**src/rtl/ifq_pkg.sv**
```systemverilog
// ifq_pkg: shared types and constants for the instruction prefetch queue.
//   ifq_state_e : fetch FSM state (IDLE / REQ / DROP)
//   PTR_W       : queue pointer width for the default depth ($clog2(DEPTH))
//   ifq_entry_t : one queue entry, {pc_add4, instr}
//   ENTRY_W     : entry width (64)
package ifq_pkg;

    typedef enum logic [1:0] {
        IDLE = 2'd0,
        REQ  = 2'd1,
        DROP = 2'd2
    } ifq_state_e;

    // Default depth is 4 entries, so 2 pointer bits.
    localparam int unsigned PTR_W = 2;

    typedef struct packed {
        logic [31:0] pc_add4;
        logic [31:0] instr;
    } ifq_entry_t;

    localparam int unsigned ENTRY_W = $bits(ifq_entry_t);

endpackage

```
**src/rtl/ifq_fifo.sv**
```systemverilog
// ifq_fifo: synchronous FIFO holding fetched {pc_add4, instr} entries.
//   clk_i        clock
//   rst_i        synchronous active-low reset
//   flush_i      empty the queue at the edge (overrides push/pop)
//   push_i       write push_data_i at the tail
//   push_data_i  entry to write
//   pop_i        advance the head (ignored when empty)
//   head_o       entry at the head (fall-through read of storage)
//   count_o      occupancy, 0..DEPTH
module ifq_fifo
    import ifq_pkg::*;
#(
    parameter int unsigned DEPTH = 4
) (
    input  logic                     clk_i,
    input  logic                     rst_i,
    input  logic                     flush_i,
    input  logic                     push_i,
    input  ifq_entry_t               push_data_i,
    input  logic                     pop_i,
    output ifq_entry_t               head_o,
    output logic [$clog2(DEPTH):0]   count_o
);

    localparam int unsigned PW = $clog2(DEPTH);

    logic [PW-1:0]      wr_ptr_q, wr_ptr_d;
    logic [PW-1:0]      rd_ptr_q, rd_ptr_d;
    logic [PW:0]        count_q, count_d;
    logic [ENTRY_W-1:0] mem_q [DEPTH];
    logic               do_pop;

    assign do_pop = pop_i && (count_q != '0);

    always_comb begin
        wr_ptr_d = wr_ptr_q;
        rd_ptr_d = rd_ptr_q;
        count_d  = count_q;
        if (flush_i) begin
            wr_ptr_d = '0;
            rd_ptr_d = '0;
            count_d  = '0;
        end else begin
            // Power-of-two depth: pointers wrap naturally.
            if (push_i) wr_ptr_d = wr_ptr_q + 1'b1;
            if (do_pop) rd_ptr_d = rd_ptr_q + 1'b1;
            case ({push_i, do_pop})
                2'b10:   count_d = count_q + 1'b1;
                2'b01:   count_d = count_q - 1'b1;
                default: count_d = count_q;
            endcase
        end
    end

    always_ff @(posedge clk_i) begin
        if (!rst_i) begin
            wr_ptr_q <= '0;
            rd_ptr_q <= '0;
            count_q  <= '0;
        end else begin
            wr_ptr_q <= wr_ptr_d;
            rd_ptr_q <= rd_ptr_d;
            count_q  <= count_d;
        end
    end

    // Storage needs no reset; only occupied slots are ever observed.
    always_ff @(posedge clk_i) begin
        if (push_i && !flush_i) mem_q[wr_ptr_q] <= push_data_i;
    end

    assign head_o  = mem_q[rd_ptr_q];
    assign count_o = count_q;

endmodule

```
**src/rtl/ifetch_prefetch_queue.sv**
```systemverilog
// ifetch_prefetch_queue: sequential instruction prefetcher feeding IF.
//   clk_i, rst_i            clock, synchronous active-low reset
//   redirect_i/_pc_i        taken branch: flush queue, refetch at target
//   mem_req_o/_addr_o       single-outstanding fetch request (registered)
//   mem_ack_i/_rdata_i      transfer completion and instruction word
//   instr_valid_o/_o        queue head valid / head instruction
//   pc_add4_o               head fetch address + 4
//   instr_ready_i           IF accepts the head
//   count_o                 queue occupancy
module ifetch_prefetch_queue
    import ifq_pkg::*;
#(
    parameter int unsigned DEPTH    = 1 << PTR_W,
    parameter logic [31:0] RESET_PC = 32'h0000_0000
) (
    input  logic                     clk_i,
    input  logic                     rst_i,
    input  logic                     redirect_i,
    input  logic [31:0]              redirect_pc_i,
    output logic                     mem_req_o,
    output logic [31:0]              mem_addr_o,
    input  logic                     mem_ack_i,
    input  logic [31:0]              mem_rdata_i,
    output logic                     instr_valid_o,
    output logic [31:0]              instr_o,
    output logic [31:0]              pc_add4_o,
    input  logic                     instr_ready_i,
    output logic [$clog2(DEPTH):0]   count_o
);

    localparam int unsigned CW = $clog2(DEPTH) + 1;
    localparam logic [CW-1:0] FULL   = CW'(DEPTH);
    localparam logic [CW-1:0] ALMOST = CW'(DEPTH - 1);

    ifq_state_e    state_q, state_d;
    logic [31:0]   fetch_pc_q, fetch_pc_d;
    logic [31:0]   addr_q, addr_d;
    logic [31:0]   addr_inc;
    logic          req_q, req_d;
    logic          push;
    logic          pop_fire;
    logic [CW-1:0] count;
    ifq_entry_t    push_data;
    ifq_entry_t    head;

    assign addr_inc  = addr_q + 32'd4;
    assign pop_fire  = instr_valid_o && instr_ready_i;
    assign push_data = '{pc_add4: addr_inc, instr: mem_rdata_i};

    // State register
    always_ff @(posedge clk_i) begin
        if (!rst_i) begin
            state_q    <= IDLE;
            fetch_pc_q <= RESET_PC;
            addr_q     <= RESET_PC;
            req_q      <= 1'b0;
        end else begin
            state_q    <= state_d;
            fetch_pc_q <= fetch_pc_d;
            addr_q     <= addr_d;
            req_q      <= req_d;
        end
    end

    // Next state. A request launches only with a free slot after this edge,
    // so every ack is guaranteed room in the queue.
    always_comb begin
        state_d = state_q;
        unique case (state_q)
            IDLE: begin
                if (!redirect_i && ((count != FULL) || pop_fire)) state_d = REQ;
            end
            REQ: begin
                if (redirect_i)     state_d = mem_ack_i ? IDLE : DROP;
                else if (mem_ack_i) state_d = ((count == ALMOST) && !pop_fire) ? IDLE : REQ;
            end
            DROP: begin
                if (mem_ack_i) state_d = IDLE;
            end
            default: state_d = IDLE;
        endcase
    end

    // Outputs and address bookkeeping
    always_comb begin
        fetch_pc_d = fetch_pc_q;
        addr_d     = addr_q;
        push       = 1'b0;
        unique case (state_q)
            IDLE: begin
                if (redirect_i)          fetch_pc_d = redirect_pc_i;
                else if (state_d == REQ) addr_d     = fetch_pc_q;
            end
            REQ: begin
                if (redirect_i) begin
                    fetch_pc_d = redirect_pc_i;
                end else if (mem_ack_i) begin
                    push       = 1'b1;
                    fetch_pc_d = addr_inc;
                    addr_d     = addr_inc;
                end
            end
            DROP: begin
                if (redirect_i) fetch_pc_d = redirect_pc_i;
            end
            default: ;
        endcase
        req_d = (state_d != IDLE);
    end

    ifq_fifo #(
        .DEPTH (DEPTH)
    ) u_fifo (
        .clk_i       (clk_i),
        .rst_i       (rst_i),
        .flush_i     (redirect_i),
        .push_i      (push),
        .push_data_i (push_data),
        .pop_i       (pop_fire),
        .head_o      (head),
        .count_o     (count)
    );

    assign mem_req_o     = req_q;
    assign mem_addr_o    = addr_q;
    assign instr_valid_o = (count != '0);
    assign instr_o       = head.instr;
    assign pc_add4_o     = head.pc_add4;
    assign count_o       = count;

endmodule
```
**config.mk**
```make
export PLATFORM = sky130hd
export DESIGN_NAME = ifetch_prefetch_queue
export DESIGN_NICKNAME = d
export VERILOG_FILES = /design/src/rtl/ifq_pkg.sv /design/src/rtl/ifq_fifo.sv /design/src/rtl/ifetch_prefetch_queue.sv
export SDC_FILE = /design/constraint.sdc
export NUM_CORES = 1
export LEC_CHECK = 0
export ABC_AREA = 1
export CORE_AREA = 2 2 179 146
export CTS_CLUSTER_DIAMETER = 30
export DETAILED_ROUTE_END_ITERATION = 7
export DIE_AREA = 0 0 181 148
export GPL_TIMING_DRIVEN = 0
export PLACE_DENSITY = 0.79
export SLEW_MARGIN = 20
export SYNTH_ARGS = -nofsm -noshare
export SYNTH_HDL_FRONTEND = slang
export SYNTH_SLANG_ARGS = --single-unit
```
**constraint.sdc**
```tcl
create_clock -name clk_i -period 6.12 [get_ports clk_i]
set_clock_uncertainty 0.2 [all_clocks]
set_input_delay 1.224 -clock clk_i [delete_from_list [all_inputs] [get_ports clk_i]]
set_output_delay 1.224 -clock clk_i [all_outputs]
set_load 0.1 [all_outputs]
```
Yosys cells after proc, flatten, opt, wreduce, memory -nomap -nowiden
Memory sizes are Yosys's and may differ from the RTL's. A register that Yosys moved wholly into a read port is not among the register bits.
Cells that the tools add are included.
{"block": "totals", "reg_bits": 74, "mem_bits_rw": 256, "inputBits": 69, "output_inout_bits": 101, "word_cells": 68, "memories": 1}
{"memory": "u_fifo.mem_q", "words": 4, "word_bits": 64, "read_ports": 1, "rd_ports_with_merged_regs": 1, "wr": 1, "line_no": "ifq_fifo.sv:30", "source": "logic [ENTRY_W-1:0] mem_q [DEPTH];"}
{"block": "classes", "addsub": 5, "n_eq_ne": 13, "mux": 23, "bitwise_logic": 1, "reduce_logical": 18}
{"op": "32-bit two-way mux", "count": 6}
{"op": "32-bit case mux with 2 select lines", "count": 2}
{"op": "32-bit by 3-bit adder with 32-bit output (second input constant)", "count": 1}
{"op": "2-bit two-way mux", "count": 7}
{"op": "2-bit inequality test (second input constant)", "count": 4}
{"op": "2-bit nonzero test", "count": 4}
{"op": "2-bit by 1-bit equality test with 1-bit output (second input constant)", "count": 3}
{"op": "1-bit two-way mux", "count": 6}
{"op": "3-bit inequality test (second input constant)", "count": 2}
{"op": "2-bit case mux with 3 select lines", "count": 1}
{"op": "3-bit case mux with 2 select lines", "count": 1}
{"op": "1-bit logical AND", "count": 5}
{"op": "5-bit AND reduction", "count": 1}
{"op": "2-bit by 1-bit adder with 2-bit output (second input constant)", "count": 2}
{"op": "2-bit equality test (second input constant)", "count": 2}
{"op": "2-bit OR reduction", "count": 2}
{"op": "3-bit by 1-bit adder with 3-bit output (second input constant)", "count": 1}
{"op": "3-bit by 2-bit equality test with 1-bit output (second input constant)", "count": 1}
{"op": "3-bit AND reduction", "count": 1}
{"op": "3-bit nonzero test", "count": 1}
{"op": "3-bit by 1-bit subtractor with 3-bit output (second input constant)", "count": 1}
{"op": "1-bit logical NOT", "count": 2}
{"op": "2-bit logical NOT", "count": 1}
{"op": "2-bit by 1-bit inequality test with 1-bit output (second input constant)", "count": 1}
{"op": "other kinds (2)", "count": 2}

Logic depth before layout (Yosys ltp)
{"block": "logic_depth", "depth_word": 12, "mapped_depth": 12, "ltp_nobuf": 11}

Cells and area by module
From an unflattened synthesis, not the netlist that was laid out.
{"block": "unflattened", "cells_unflattened": 1306, "area_unflattened_um2": 13982.2}
{"mod": "ifq_fifo", "instances": 1, "cells_per_inst": 688, "area_per_inst_um2": 9974.6, "seq_area_each_um2": 7867.5}
{"mod": "ifetch_prefetch_queue", "instances": 1, "cells_per_inst": 618, "area_per_inst_um2": 4007.6, "seq_area_each_um2": 1341.3}

Least setup slack after synthesis
No wires, ideal clock.
{"block": "synth_timing", "kind": "input port to flip-flop", "start": "input port redirect_i", "end": "memory u_fifo.mem_q[0][0] (netlist bit), enable pin", "setup_time_ps": 486, "arrival_time_ps": 4187, "t_required_ps": 5434, "setup_slack_ps": 1247, "stages": 3, "n_path_buf": 0, "cell_sequence": "nor2_1 -> nand2_2 -> nor2_1"}
{"block": "synth_via", "elab_chain_len": 5, "elab_cells_between_ends": 6, "classes_between": "4 x mux; 2 x reduce/logical"}
{"item": "start, declared", "line_no": "ifetch_prefetch_queue.sv:18", "source": "input logic redirect_i,"}
{"item": "1-bit two-way mux", "line_no": "ifetch_prefetch_queue.sv:95", "source": "if (redirect_i) begin"}
{"item": "1-bit two-way mux", "line_no": "ifetch_prefetch_queue.sv:89", "source": "unique case (state_q)"}
{"item": "1-bit logical AND (*)", "line_no": "ifq_fifo.sv:69", "source": "if (push_i && !flush_i) mem_q[wr_ptr_q] <= push_data_i;"}
{"item": "1-bit two-way mux (*)", "line_no": "ifq_fifo.sv:69"}
{"item": "1-bit two-way mux (not written as such) (*)", "line_no": "ifq_fifo.sv:69"}
{"item": "end, declared", "line_no": "ifq_fifo.sv:30"}
Every way passes the cells marked *; elsewhere a longest branch is shown, timed or not.

==> out/metrics.cfg <==
[grt]
antenna_found_initial = 0
grt_pass1_wl_mm = 59.8
grt.overflow.total = 0
grt_pass1_vias = 10823
grt_max_degree = 25
grt_usage_pct = 29.1

[yosys]
postSynthCellCount = 1312
synth-main-ff-cell = edfxtp_1
synthesis.nets = 1388
syn_area_per_cell_um2 = 10.5
synth_edf_count = 256
ys_seq_area_share_pct = 66.9
synth_top_area_share_pct = 55.8
yosysUniqueCellTypes = 40
ys_ff_latch = 332
async_reset_ff_share_pct = 0
synth.cell_area_mm2 = 0.0138
yosysTopAreaCell = edfxtp_1
synth_warnings = 0
synth_top_cells_by_area = edfxtp_1, dfxtp_1, o21ai_0, nand2_1, nor2_1

[sta]
finalCriticalPeriod_ns = 5.10
slew_violations = 0
rsz0062_at_grt = false
finalSetupViolations = 0
fin_crit_sh_pct = 83.4
hold_viol_final = 0
tightest_slew_ns = 1.07
worst_slew_margin_rel_pct = 28.2
worst_slack_ns = 1.02
max_freq_ghz = 0.196

[run_status]
status = completed

[worst_setup_path]
cp_max_fo = 10
cp.required_ns = 4.70
worst_ep_arrival_time_ns = 3.68
crit_type = flip-flop to output port
cp-start-kind = flip-flop
cp-end-kind = output port

[clocking]
cts.htree.levels = 2
postCtsHoldBufs = 0
cts_setup_buffers = 0
cts_resized = 0
clock_latency_ns = 0.57
cts_num_sinks = 332
cts-buffers-inserted = 50
cts.clk_slew.worst_paths_ns = 0.06
cts_tree = done
cts_buffer_depth = 3
clockRootBuffer = clkbuf_16

[route]
wirelength_mm = 39.0
dr.pass1.iters = 6
ant_nets = 0
wl_per_cell_um = 20.4
drtIter0Drc = 1363
routed-via-count = 11192
vias_per_cell = 5.86
drc = 0

[layout]
fin_util_pct = 71.5
fill_cells = 1656
drive_gt1_share_pct = 8.89
layout_commonest_cell = edfxtp_1
area_delta_synth_final_pct = 29.7
layout_common_cells = edfxtp_1, nand2_1, nor2_1
fin_nets = 1620
diodes = 0

[place]
hpwl_mm = 25.3
io_buffers = 169
pre_cts_slack_ns = 1.60
place_congestion = 1.02

[power_and_ir_drop]
leakage_nw = 6.32
vdd_drop_max_mv = 0.235
p_total_mw = 6.03
power_density_mw_per_mm2 = 337

[run]
cap_violations = 0

[die]
die_x_um = 181
die_h_um = 148
rows = 52
dieArea_mm2 = 0.0268
coreArea_mm2 = 0.0250
ioPinCount = 170
start_util_pct = 55.1

[worst_hold_path]
hold_class = flip-flop to flip-flop

-- sequential cells by signal, indices dropped and copies added, names as in the netlist, named ones only --
name	cells
mem_addr_o	32
u_fifo.count_o	3
u_fifo.rd_ptr_q	2
mem_req_o	1
fetch_pc_q	32
state_q	2
u_fifo.wr_ptr_q	2
u_fifo.mem_q	256
-- worst paths after layout --
kind                 startpoint             end  slack (ns)  cells past startpoint
max                   flip-flop   pc_add4_o[12]        1.02                      6
min          u_fifo.rd_ptr_q[1]       flip-flop        0.26                      2
max reg2reg       mem_addr_o[3]  mem_addr_o[10]        3.72                      9
min reg2reg  u_fifo.rd_ptr_q[1]       flip-flop        0.26                      2
-- cell families after synthesis --
logic type | share of synthesized area [%]
DFF | 66.9
xor gates and xnor gates | 0.736
buffers and inverters | 4.23
and+or+nand+nor | 13.9
adders and majority gates | 0.690
AOI/OAI and AO/OA | 13.6
-- Yosys cell counts (3+ instances only) --
cell type / instances
nor2_1: 202
dfxtp_1: 76
buf_4: 3
and2_4: 3
o22ai_1: 64
nor2_4: 3
xor2_1: 5
nand3_1: 43
o21ai_1: 5
edfxtp_1: 256
nor2_2: 3
buf_2: 14
nand2_1: 208
inv_2: 6
o21ai_2: 3
clkbuf_1: 51
ha_1: 6
a21oi_1: 81
o21ai_0: 180
buf_6: 3
a31oi_1: 12
inv_1: 59
nand3b_1: 3
-- worst max-delay path, stage by stage (launching register included) --
cell	delay, ns
dfxtp_1	0.43
buf_2	0.28
buf_2	0.34
clkbuf_1	0.48
nor2_1	0.11
o22ai_1	0.28
clkdlybuf4s50_1	1.20
-- final cells by class --
class	count	area, um2	share of cell area (%)
multi-input combinational	840	4010	22.4
sequential	332	9210	51.5
timing repair buffer	180	1940	10.9
inverter	67	254	1.42
buffer	73	329	1.84
clock buffer	55	1290	7.23
clock inverter	39	423	2.37
tap	324	405	2.27
-- per-stage QoR --
| step | hold WS [ns] | std cells | area (um2) | setup TNS, ns |
|---|---|---|---|---|
| final | 0.256 | 1910 | 17900 | 0 |
| after global routing | 0.286 | 1910 | 17900 | 0 |
| after CTS | 0.263 | 1910 | 17900 | 0 |
| after detailed placement | 0.255 | 1816 | 16200 | 0 |
| after global placement | 0.253 | 1805 | 15900 | -301.94 |
| after floorplan | 0.236 | 1312 | 13800 | 0 |
-- layer usage --
layer | global-route usage (%) | vias up | wire, um
li1 | - | 5090 | -
met1 | 40.7 | 5283 | 15900
met2 | 45.7 | 709 | 17600
met3 | 5.67 | 110 | 4130
met4 | 11.3 | 0 | 1380
met5 | 0 | - | 0
-- power by group --
| part | switching [mW] | total, mW | internal [mW] |
|---|---|---|---|
| combinational | 0.451 | 0.615 | 0.165 |
| clock | 1.13 | 2.87 | 1.74 |
| sequential | 0.0540 | 2.54 | 2.49 |
(Power assumes the default switching activity.)
